**src/rtl/analog_mux_sequencer_if.sv**
```systemverilog
// analog_mux_sequencer_if: request/enable in, switch enables and status out
interface analog_mux_sequencer_if #(
    parameter int N_SRC = 4
);
    localparam int GW = $clog2(N_SRC);
    logic             ena;
    logic [N_SRC-1:0] req;
    logic [N_SRC-1:0] sw_en;
    logic [GW-1:0]    grant_id;
    logic             pin_valid;
    logic             busy;
    modport master (output ena, req, input sw_en, grant_id, pin_valid, busy);
    modport slave  (input ena, req, output sw_en, grant_id, pin_valid, busy);
endinterface

```
**src/rtl/analog_mux_sequencer.sv**
```systemverilog
// analog_mux_sequencer: break-before-make round-robin scheduler for one shared analog pad
module analog_mux_sequencer #(
    parameter int N_SRC      = 4,
    parameter int BREAK_CYC  = 2,
    parameter int SETTLE_CYC = 8,
    parameter int HOLD_CYC   = 64
) (
    input logic clk,
    input logic rst_n,
    analog_mux_sequencer_if.slave bus
);
    localparam int GW   = $clog2(N_SRC);
    localparam int CMAX = (HOLD_CYC > SETTLE_CYC) ? ((HOLD_CYC > BREAK_CYC) ? HOLD_CYC : BREAK_CYC)
                                                  : ((SETTLE_CYC > BREAK_CYC) ? SETTLE_CYC : BREAK_CYC);
    localparam int CW   = $clog2(CMAX + 1);
    localparam logic [CW-1:0] SETTLE_M1 = CW'(SETTLE_CYC - 1);
    localparam logic [CW-1:0] BREAK_M1  = CW'(BREAK_CYC - 1);
    localparam logic [CW-1:0] HOLD_M1   = CW'(HOLD_CYC - 1);

    typedef enum logic [1:0] {ST_IDLE, ST_SETTLE, ST_CONN, ST_BREAK} state_t;

    state_t           state_q, state_d;
    logic [CW-1:0]    cnt_q, cnt_d;
    logic [GW-1:0]    rr_ptr_q, rr_ptr_d;
    logic [GW-1:0]    grant_id_q, grant_id_d;
    logic [N_SRC-1:0] sw_en_q, sw_en_d;
    logic             pin_valid_q, pin_valid_d;
    logic             busy_q, busy_d;
    logic [GW-1:0]    win;
    logic             go, rel, others;

    // Walk downward so the nearest requester after rr_ptr overwrites the rest
    always_comb begin
        win = rr_ptr_q;
        for (int i = N_SRC; i >= 1; i--)
            if (bus.req[(int'(rr_ptr_q) + i) % N_SRC]) win = GW'((int'(rr_ptr_q) + i) % N_SRC);
    end

    assign go     = bus.ena && (|bus.req);
    assign rel    = !bus.req[grant_id_q] || !bus.ena;
    assign others = |(bus.req & ~(N_SRC'(1) << grant_id_q));

    always_comb begin
        state_d     = state_q;
        cnt_d       = cnt_q;
        rr_ptr_d    = rr_ptr_q;
        grant_id_d  = grant_id_q;
        sw_en_d     = sw_en_q;
        pin_valid_d = 1'b0;
        case (state_q)
            ST_IDLE: if (go) begin
                state_d    = ST_SETTLE;
                cnt_d      = '0;
                rr_ptr_d   = win;
                grant_id_d = win;
                sw_en_d    = N_SRC'(1) << win;
            end
            ST_SETTLE: begin
                state_d     = rel ? ST_BREAK : (cnt_q == SETTLE_M1) ? ST_CONN : ST_SETTLE;
                cnt_d       = (rel || cnt_q == SETTLE_M1) ? '0 : cnt_q + 1'b1;
                sw_en_d     = rel ? '0 : sw_en_q;
                pin_valid_d = !rel && cnt_q == SETTLE_M1;
            end
            ST_CONN: if (rel || (cnt_q == HOLD_M1 && others)) begin
                state_d = ST_BREAK;
                cnt_d   = '0;
                sw_en_d = '0;
            end else begin
                cnt_d       = (cnt_q == HOLD_M1) ? cnt_q : cnt_q + 1'b1;
                pin_valid_d = 1'b1;
            end
            default: if (cnt_q != BREAK_M1) begin
                cnt_d = cnt_q + 1'b1;
            end else if (go) begin
                state_d    = ST_SETTLE;
                cnt_d      = '0;
                rr_ptr_d   = win;
                grant_id_d = win;
                sw_en_d    = N_SRC'(1) << win;
            end else begin
                state_d = ST_IDLE;
                cnt_d   = '0;
            end
        endcase
        busy_d = state_d != ST_IDLE;
    end

    always_ff @(posedge clk or negedge rst_n) begin
        if (!rst_n) begin
            state_q     <= ST_IDLE;
            cnt_q       <= '0;
            rr_ptr_q    <= GW'(N_SRC - 1);
            grant_id_q  <= '0;
            sw_en_q     <= '0;
            pin_valid_q <= 1'b0;
            busy_q      <= 1'b0;
        end else begin
            state_q     <= state_d;
            cnt_q       <= cnt_d;
            rr_ptr_q    <= rr_ptr_d;
            grant_id_q  <= grant_id_d;
            sw_en_q     <= sw_en_d;
            pin_valid_q <= pin_valid_d;
            busy_q      <= busy_d;
        end
    end

    assign bus.sw_en     = sw_en_q;
    assign bus.grant_id  = grant_id_q;
    assign bus.pin_valid = pin_valid_q;
    assign bus.busy      = busy_q;
endmodule

```
**src/flat_wrapper.sv**
```systemverilog
// flat-port wrapper written by rule: the top's interface ports become plain ports
module analog_mux_sequencer_flat 
#(
    parameter int N_SRC      = 4,
    parameter int BREAK_CYC  = 2,
    parameter int SETTLE_CYC = 8,
    parameter int HOLD_CYC   = 64
)
  (clk, rst_n, bus_ena, bus_req, bus_sw_en, bus_grant_id, bus_pin_valid, bus_busy);
  analog_mux_sequencer_if #(.N_SRC(N_SRC)) bus_i ();
  input logic clk;
  input logic rst_n;
  input wire logic [$bits(bus_i.ena)-1:0] bus_ena;
  input wire logic [$bits(bus_i.req)-1:0] bus_req;
  output wire logic [$bits(bus_i.sw_en)-1:0] bus_sw_en;
  output wire logic [$bits(bus_i.grant_id)-1:0] bus_grant_id;
  output wire logic [$bits(bus_i.pin_valid)-1:0] bus_pin_valid;
  output wire logic [$bits(bus_i.busy)-1:0] bus_busy;
  assign bus_i.ena = bus_ena;
  assign bus_i.req = bus_req;
  assign bus_sw_en = bus_i.sw_en;
  assign bus_grant_id = bus_i.grant_id;
  assign bus_pin_valid = bus_i.pin_valid;
  assign bus_busy = bus_i.busy;
  analog_mux_sequencer #(.N_SRC(N_SRC), .BREAK_CYC(BREAK_CYC), .SETTLE_CYC(SETTLE_CYC), .HOLD_CYC(HOLD_CYC)) u_core (.clk(clk), .rst_n(rst_n), .bus(bus_i));
endmodule
```
**config.mk**
```make
export PLATFORM = sky130hd
export DESIGN_NAME = analog_mux_sequencer_flat
export DESIGN_NICKNAME = d
export VERILOG_FILES = /design/src/rtl/analog_mux_sequencer_if.sv /design/src/rtl/analog_mux_sequencer.sv /design/src/flat_wrapper.sv
export SDC_FILE = /design/constraint.sdc
export NUM_CORES = 1
export LEC_CHECK = 0
export BUFFER_PORTS_ARGS = -buffer_cell sky130_fd_sc_hd__buf_2
export CAP_MARGIN = 10
export CORE_MARGIN = 5
export CORE_UTILIZATION = 51
export CTS_CLUSTER_DIAMETER = 200
export DETAILED_ROUTE_END_ITERATION = 16
export GPL_TIMING_DRIVEN = 1
export HOLD_SLACK_MARGIN = 0.08
export PLACE_DENSITY_LB_ADDON = 0.15
export SYNTH_ARGS = -nofsm -noshare
export SYNTH_HDL_FRONTEND = slang
export SYNTH_SLANG_ARGS = --single-unit
export TNS_END_PERCENT = 30
```
**constraint.sdc**
```tcl
create_clock -name clk -period 2.5 [get_ports clk]
set_input_delay 0.375 -clock clk [delete_from_list [all_inputs] [get_ports clk]]
set_output_delay 0.375 -clock clk [all_outputs]
set_load 0.1 [all_outputs]
```
* Word-level counts from Yosys, hierarchy flattened
Index checks and enable logic that the tools add are counted.
** Word-level totals
- Bits of input ports :: 7
- Register bits :: 19
** Operators by class
- Add/sub/neg operators :: 5
- Order comparisons :: 5
- Shift-type cells :: 2
- Equal/unequal tests :: 11
- Multiplexer cells :: 44
- Reductions and logical operators :: 21
- Bitwise logic cells :: 7
** Operators by type and width (count)
- 7-bit two-way mux :: 5
- 2-bit two-way mux :: 13
- 7-bit one-hot mux with 3 select lines :: 1
- 3-bit by 4-bit < comparator with 1-bit output, second input constant :: 4
- 4-bit two-way mux :: 4
- 4-bit one-hot mux with 3 select lines :: 1
- 1-bit two-way mux :: 11
- 1-bit binary-select mux with 2-bit select :: 5
- 2-bit OR reduction :: 5
- 2-bit one-hot mux with 2 select lines :: 2
- 4-bit OR reduction :: 2
- 1-bit by 2-bit << shifter with 4-bit output, first input constant :: 2
- 7-bit by 1-bit adder with 7-bit output, second input constant :: 1
- 7-bit by 3-bit == test with 1-bit output, second input constant :: 1
- 7-bit by 6-bit == test with 1-bit output, second input constant :: 1
- 7-bit by 1-bit inequality test with 1-bit output, second input constant :: 1
- 2-bit by 1-bit inequality test with 1-bit output, second input constant :: 3
- 2-bit one-hot mux with 3 select lines :: 1
- 2-bit by 1-bit adder with 2-bit output, second input constant :: 2
- 2-bit adder, second input constant :: 2
- 1-bit bitwise AND, first input constant :: 4
- 4-bit bitwise AND :: 1
- 4-bit inequality test, second input constant :: 1
- 4-bit inverter :: 1
- other kinds (14) :: 21

* Longest topological paths before layout
Gate-level depths: netlist of the first run.
- Word-level depth :: 14
- Gate-level depth with buffers :: 8

* Worst setup path after synthesis of the first run
OpenSTA, ideal clock, no wires.
- Path type :: reg2reg
- From :: register u_core.grant_id_q[0], in the netlist u_core.bus.grant_id[0]
- To :: register u_core.sw_en_q[0], in the netlist u_core.bus.sw_en[0]
- Buffers on the path :: 1
- Setup slack :: -0.392 ns
- Period minus slack after synthesis :: 2.892 ns
- Required time :: 2.375 ns
- Stages on the path, launching flop included :: 8
- Data arrival time :: 2.766 ns
- Setup time :: 0.125 ns
- Path through :: dfrtp_1 -> mux4_2 -> and2_1 -> buf_6 -> nand2_2 -> nor2_1 -> a2111oi_4 -> mux2_2
** On the way
- Word-level cells in the longest chain between the ends :: 8
- Elaborated cells between the ends (all ways) :: 13
** RTL lines
- from (decl) :: line analog_mux_sequencer.sv:25 : logic [GW-1:0] grant_id_q, grant_id_d;
- from (signal assigned) :: line analog_mux_sequencer.sv:101 : grant_id_q <= grant_id_d;
- 1-bit by 2-bit << shifter with 4-bit output :: line analog_mux_sequencer.sv:41 : assign others = |(bus.req & ~(N_SRC'(1) << grant_id_q));
- 4-bit inverter :: line analog_mux_sequencer.sv:41
- 4-bit bitwise AND :: line analog_mux_sequencer.sv:41
- 4-bit OR reduction :: line analog_mux_sequencer.sv:41
- 1-bit logical AND :: line analog_mux_sequencer.sv:64 : ST_CONN: if (rel || (cnt_q == HOLD_M1 && others)) begin
- 1-bit logical OR :: line analog_mux_sequencer.sv:64
- 2-bit by 1-bit inequality test with 1-bit output (no source line)
- 3-bit AND reduction (no source line) (*)
- to (signal assigned) :: line analog_mux_sequencer.sv:102 : sw_en_q <= sw_en_d;
- to (decl) :: line analog_mux_sequencer.sv:26 : logic [N_SRC-1:0] sw_en_q, sw_en_d;
Every way passes the cells marked *; elsewhere a longest branch is shown, timed or not. The select of a mux whose other input is x is not followed.
A chain may end at the register's enable or synchronous reset.

* Worst setup path after layout of the first run
- From :: register u_core.grant_id_q[0], in the netlist u_core.bus.grant_id[0]
- To :: register u_core.sw_en_q[3], in the netlist u_core.bus.sw_en[3]
Same word-level chain as after synthesis.

==> results of run 1 <==
[power breakdown]
| part | total (uW) | internal, uW | switching, uW |
|---|---|---|---|
| Clock | 156 | 62.2 | 93.5 |
| Sequential | 515 | 418 | 97.5 |
| Combinational | 1170 | 445 | 727 |
| Total | 1840 | 925 | 918 |
[worst paths after layout]
kind	start	endpoint	slack (ns)	cells past startpoint
max	u_core.bus.grant_id[0]	u_core.bus.sw_en[3]	0.17	6
min	u_core.bus.sw_en[2]	u_core.bus.sw_en[2]	0.51	1
max reg2reg	u_core.bus.grant_id[0]	u_core.bus.sw_en[3]	0.17	6
min reg2reg	u_core.bus.sw_en[2]	u_core.bus.sw_en[2]	0.51	1
max in group asynchronous	rst_n	u_core.bus.grant_id[0]	1.64	2
min in group asynchronous	rst_n	u_core.bus.sw_en[1]	0.53	2
[registers in the layout (all words and copies together) (netlist names)]
| register | cells |
|---|---|
| u_core.rr_ptr_q | 2 |
| u_core.bus.pin_valid | 1 |
| u_core.state_q | 2 |
| u_core.bus.busy | 1 |
| u_core.bus.grant_id | 2 |
| u_core.bus.sw_en | 4 |
| u_core.cnt_q | 7 |
[critical path: stages (launching register included)]
cell and delay (ns):
dfrtp_4 0.46, mux4_2 0.49, and2_1 0.26, nand2_2 0.12
nor2_1 0.07, a2111oi_4 0.45, mux2_2 0.39
[what timing repair did]
item / 4_1_cts / 5_1_grt
endpoints found under the hold margin: 17 / 0
hold buffers: 1 / 0
endpoints found under the setup margin: 0 / 4
gates resized for setup: 0 / 1
[logic make-up after synthesis]
kind of cell               Yosys count  share of synthesized area, %
muxes                                9                          8.51
AOI/OAI and AO/OA                   36                          24.1
and+or+nand+nor                     47                          20.6
DFF                                 19                          36.9
buffers and inverters               10                          4.06
adders and majority gates            6                          5.80
[per-layer routing]
metal,vias to the layer above,wire (um)
met5,-,0
met4,0,37
met3,5,118
met2,25,1330
met1,511,1180
li1,508,-
[cell usage in the layout (no fill, tap or decap), drive strengths merged, types with 3 or more instances in the layout]
cell	n
o21ai	5
or2	3
nor2	10
mux2	6
ha	6
dfrtp	17
a22oi	3
nor3	3
a22o	6
clkbuf	4
inv	6
nand3	3
buf	17
nand2	12
a21o	7
nor3b	4
nor2b	4
[area by class of cell]
class                   count  area (um2)  share of cell area, %
clock buffers               4        26.3                   1.82
inverters                   6        22.5                   1.56
multi-input cells          98         768                   53.3
flip-flops and latches     19         483                   33.5
well taps                  30        37.5                   2.61
repair buffers             18         103                   7.12
[through the flow]
stage	cells	area (um2)	utilization, %	power, uW
2_1_floorplan	127	1300	-	1500
3_3_place_gp	170	1400	57.0	1660
3_5_place_dp	170	1400	57.0	1700
4_1_cts	175	1440	58.5	1860
5_1_grt	175	1440	58.7	1980
6_report	175	1440	58.7	1840
==> run summary, run 1 <==
status - completed
full die area - 3640 um2
synthesized flop and latch total - 19
Final HPWL DP - 2010 um
Req. time, crit path - 2.69 ns
CP arrival - 2.53 ns
RSZ-0062 raised after global routing - no
Hold Fails Final Rpt - 0
first-pass GRT wire length - 4490 um
filler cell count in the final layout - 209
Ant. Diodes - 0
Yosys top cell area share - 32.9%
fin crit share - 93.2%
startpoint types - flop
DR vias/cell - 5.99
cell count after synthesis - 127
Final min period - 2.33 ns
largest net degree at the start of global routing - 20
syn_nets - 140
grt met1 use - 18.2%
leakage - 0.000693 uW
fmax - 0.429 GHz
DR iter-0 viols - 44
Final Max Slew Viols - 0
Synth Flop Type - dfrtp_1
gpl congestion - 0.912
crit path capture type - flop
Post-CTS Setup Bufs - 0
final setup margin - 0.170 ns
layout cells sized above 1 - 37.2%
WL final - 2660 um
number of I/O port buffers - 14
clock skew - 0.00456 ns
clock-pin slew on the worst setup and hold paths - 0.11 ns
most numerous cell in the Yosys netlist - dfrtp_1
chip height - 60.4 um
Hold Crit Class - reg2reg
part of the Yosys area used for sequential elements - 36.9%
CTS root buffer - clkbuf_4
DP Worst Slack - 0.104 ns
CTS H-tree depth - 1
WS Path Type - reg2reg
Fin Setup TNS - 0 ns
Layout area overhead - 11.3%
GRT busiest layer - met2
clock buffer count from CTS - 3
Clk Latency, worst-skew pair - 0.30 ns
die width - 60.4 um
global route overflow - 0
Layout Nets - 159
PwrDens - 1280 nW/um2
maxcap violations - 0
clk sinks - 19
FFs w/ async S/R, synth - 100%
Min Hold Slack - 0.511 ns
worst slew pin tran - 0.644 ns
Final ANT Viol Nets - 0
syn avg cell area - 10.2 um2
DR DRC count - 0
Crit Path Max Fanout - 6
final setup fails - 0
CTS tree - yes
Core Box Area - 2450 um2
number of synthesized flops with an enable pin - 0
vias in the first global route - 1044
All-Layer GR Usage - 16.3%
Clock Path Buffers - 2
synth unique cells - 45
initial cell density of the core - 52.7%
area leader, netlist - dfrtp_1
slew margin rel. - 56.6%
met2 usage - 31.0%
drt pass-1 iters - 4
YS warnings - 0
Ports - 15
most area-consuming cells after synthesis - dfrtp_1, ha_1, mux2_2, a22o_2, dfstp_2
via count - 1049
Syn Std Cell Area - 1290 um2
Post-synth top cells - dfrtp_1, nand2_1, nor2_1
met3 Resource Use GR - 1.91%
initial antenna violation count - 0
Worst VDD drop - 0.000928 V
Row Count - 18
DR WL/cell - 15.2 um
Note: power is estimated with default switching activity, not from simulation.
==> inputs of run 2 (changes only) <==
Settings changed: ABC_AREA set to 1.
==> run summary, run 2 <==
status - completed
Hold Fails Final Rpt - 0 (unchanged)
Syn Std Cell Area - 1550 um2 (+20%)
slew margin rel. - 66.8% (+10 points)
Worst path slowest cell - dfrtp_1
cell count after synthesis - 226 (+78%)
CP arrival - 1.40 ns (-1.13 ns)
WL final - 3250 um (+22%)
Req. time, crit path - 2.12 ns (-0.57 ns)
DR vias/cell - 5.25 (-12%)
CP cell instances - buf_2
Final ANT Viol Nets - 0 (unchanged)
worst slew pin tran - 0.501 ns (-0.143 ns)
Clock Path Buffers - 2 (unchanged)
flop2flop setup slack - 0.86 ns (+0.69 ns)
Worst VDD drop - 0.000522 V (-44%)
full die area - 4240 um2 (+16%)
most numerous cell in the Yosys netlist - nand2_1
clock-pin slew on the worst setup and hold paths - 0.12 ns (about the same)
syn avg cell area - 6.85 um2 (-33%)
DR iter-0 viols - 64 (+45%)
synthesized flop and latch total - 19 (unchanged)
leading cell type in the layout, fill and taps excluded - nand2_1
synth unique cells - 30 (-33%)
DR WL/cell - 11.8 um (-22%)
gpl congestion - 0.843 (-7.6%)
fmax - 0.564 GHz (+32%)
startpoint types - flop
clock skew - 0.00709 ns (+0.00253 ns)
via count - 1445 (+38%)
fin crit share - 70.9% (-22 points)
YS warnings - 0 (unchanged)
FFs w/ async S/R, synth - 100% (unchanged)
number of synthesized flops with an enable pin - 0 (unchanged)
Layout Nets - 256 (+61%)
Crit Path Max Fanout - 9 (+3)
die width - 65.1 um (+7.9%)
largest net degree at the start of global routing - 20 (unchanged)
most area-consuming cells after synthesis - dfrtp_1, nand2_1, nand3_1, ha_1, inv_1
global route overflow - 0 (unchanged)
maxcap violations - 0 (unchanged)
Hold Crit Class - reg2reg
max incr delay on CP - 0.57 ns (+0.08 ns)
commonest non-fill, non-tap cells in the layout - nand2_1, nand3_1, dfrtp_1
WS Path Type - reg2out
Fin Setup TNS - 0 ns (unchanged)
vias in the first global route - 1329 (+27%)
Ant. Diodes - 0 (unchanged)
Ports - 15 (unchanged)
RSZ-0062 raised after global routing - no
Min Hold Slack - 0.490 ns (-0.0203 ns)
final setup fails - 0 (unchanged)
Synth Flop Type - dfrtp_1
leakage - 0.000903 uW (+30%)
syn_nets - 239 (+71%)
Top Family by Delay on Critical Path - flip-flops
CTS tree - yes
Post-synth top cells - nand2_1, nand3_1, dfrtp_1
layout cells sized above 1 - 21.5% (-16 points)
Final min period - 1.77 ns (-0.559 ns)
initial antenna violation count - 0 (unchanged)
All-Layer GR Usage - 17.0% (+0.74 points)
clk sinks - 19 (unchanged)
Final HPWL DP - 2560 um (+27%)
Row Count - 20 (+2)
number of flip-flops in the largest register - 7 (unchanged)
Yosys top cell area share - 27.5% (-5.4 points)
Reg with most FFs - u_core.cnt_q
CTS root buffer - clkbuf_4
Final Max Slew Viols - 0 (unchanged)
drt pass-1 iters - 4 (unchanged)
crit path capture type - output port
initial cell density of the core - 52.0% (-0.68 points)
Layout area overhead - 8.00%
Post-CTS Setup Bufs - 0 (unchanged)
first-pass GRT wire length - 5820 um (+30%)
number of I/O port buffers - 14 (unchanged)
chip height - 65.1 um (+7.9%)
part of the Yosys area used for sequential elements - 30.9% (-6.1 points)
CP bufs+invs - 1 (+1)
DR DRC count - 0 (unchanged)
CTS H-tree depth - 1 (unchanged)
PwrDens - 1280 nW/um2 (about the same)
clock buffer count from CTS - 3 (unchanged)
Clk Latency, worst-skew pair - 0.31 ns (about the same)
area leader, netlist - dfrtp_1
Core Box Area - 2980 um2 (+21%)
## run 2: cell count changes in the layout (fill, tap and decap cells not counted), moves of 6 or more
cell / change
nand2_1: +78
nand3_1: +21
nand2_2: +6
mux2_2: -6
o21ai_1: +6
a22o_2: -6
inv_1: +10
inv_2: +8
## run 2: worst paths after layout
| check | startpoint | end | cells past startpoint |
|---|---|---|---|
| hold / removal | u_core.bus.sw_en[3] | u_core.bus.sw_en[3] | 2 |
| min in group asynchronous | rst_n | u_core.bus.sw_en[0] | 2 |
| max in group asynchronous | rst_n | u_core.rr_ptr_q[0] | 2 |
| setup / recovery | u_core.bus.grant_id[0] | bus_grant_id[0] | 1 |
| hold reg to reg | u_core.bus.sw_en[3] | u_core.bus.sw_en[3] | 2 |
| setup reg to reg | u_core.cnt_q[0] | u_core.cnt_q[6] | 10 |
## run 2: worst register-to-register path, stage by stage, from the launching register on
cell and delay [ns]:
dfrtp_1 0.45, ha_1 0.20, nand2_1 0.09, inv_2 0.09
nand2_2 0.08, nor2_4 0.12, o21ai_2 0.08, nand3_2 0.11
nand3_1 0.15, nand3_1 0.12, nand2_1 0.05
## run 2: cell families (layout without fill, tap and decap cells)
logic type | Yosys count | after routing | synth area share [%]
flops | 19 | 19 | 30.9
compound gates | 20 | 20 | 7.84
buf+inv | 29 | 45 | 8.56
fa+ha+maj | 6 | 6 | 4.85
xor+xnor | 3 | 3 | 1.70
simple gates | 149 | 149 | 46.2
## run 2: what timing repair did
item / CTS / global route
hold buffers: 1 / 0
gates resized for setup: 0 / 0
endpoints found under the hold margin: 17 / 0
## run 2: final cells by class
| cell class | count | area (um2) |
|---|---|---|
| Fill cell | 301 | 1310 |
| Multi-Input combinational cell | 178 | 938 |
| Sequential cell | 19 | 478 |
| Inverter | 26 | 105 |
| Timing Repair Buffer | 15 | 80.1 |
| Tap cell | 33 | 41.3 |
| Clock buffer | 3 | 22.5 |
| Clock inverter | 1 | 7.51 |
## run 2: where the power goes
| group | switching, uW | internal (uW) | total, uW |
|---|---|---|---|
| Combinational | 1030 | 403 | 1430 |
| Sequential | 124 | 412 | 537 |
| Clock | 109 | 61.1 | 170 |
## run 2: stage by stage
| step | utilization [%] | cell area [um2] | setup slack, ns | instances | total power, uW |
|---|---|---|---|---|---|
| after floorplan | - | 1550 | 0.433 | 226 | 1750 |
| after global placement | 54.8 | 1630 | 0.896 | 270 | 1970 |
| after detailed placement | 54.8 | 1630 | 0.885 | 270 | 1980 |
| after global routing | 56.2 | 1670 | 0.684 | 275 | 2360 |
| final | 56.2 | 1670 | 0.728 | 275 | 2140 |
| after CTS | 56.2 | 1670 | 0.738 | 275 | 2150 |
## run 2: per-layer routing
metal,vias to the layer above,part of all wire (%),global-route usage (%)
met4,0,1.8,5.44
met3,7,4.1,2.56
met2,39,40,25.7
li1,745,-,-
met5,-,0,0
met1,654,54,25.1
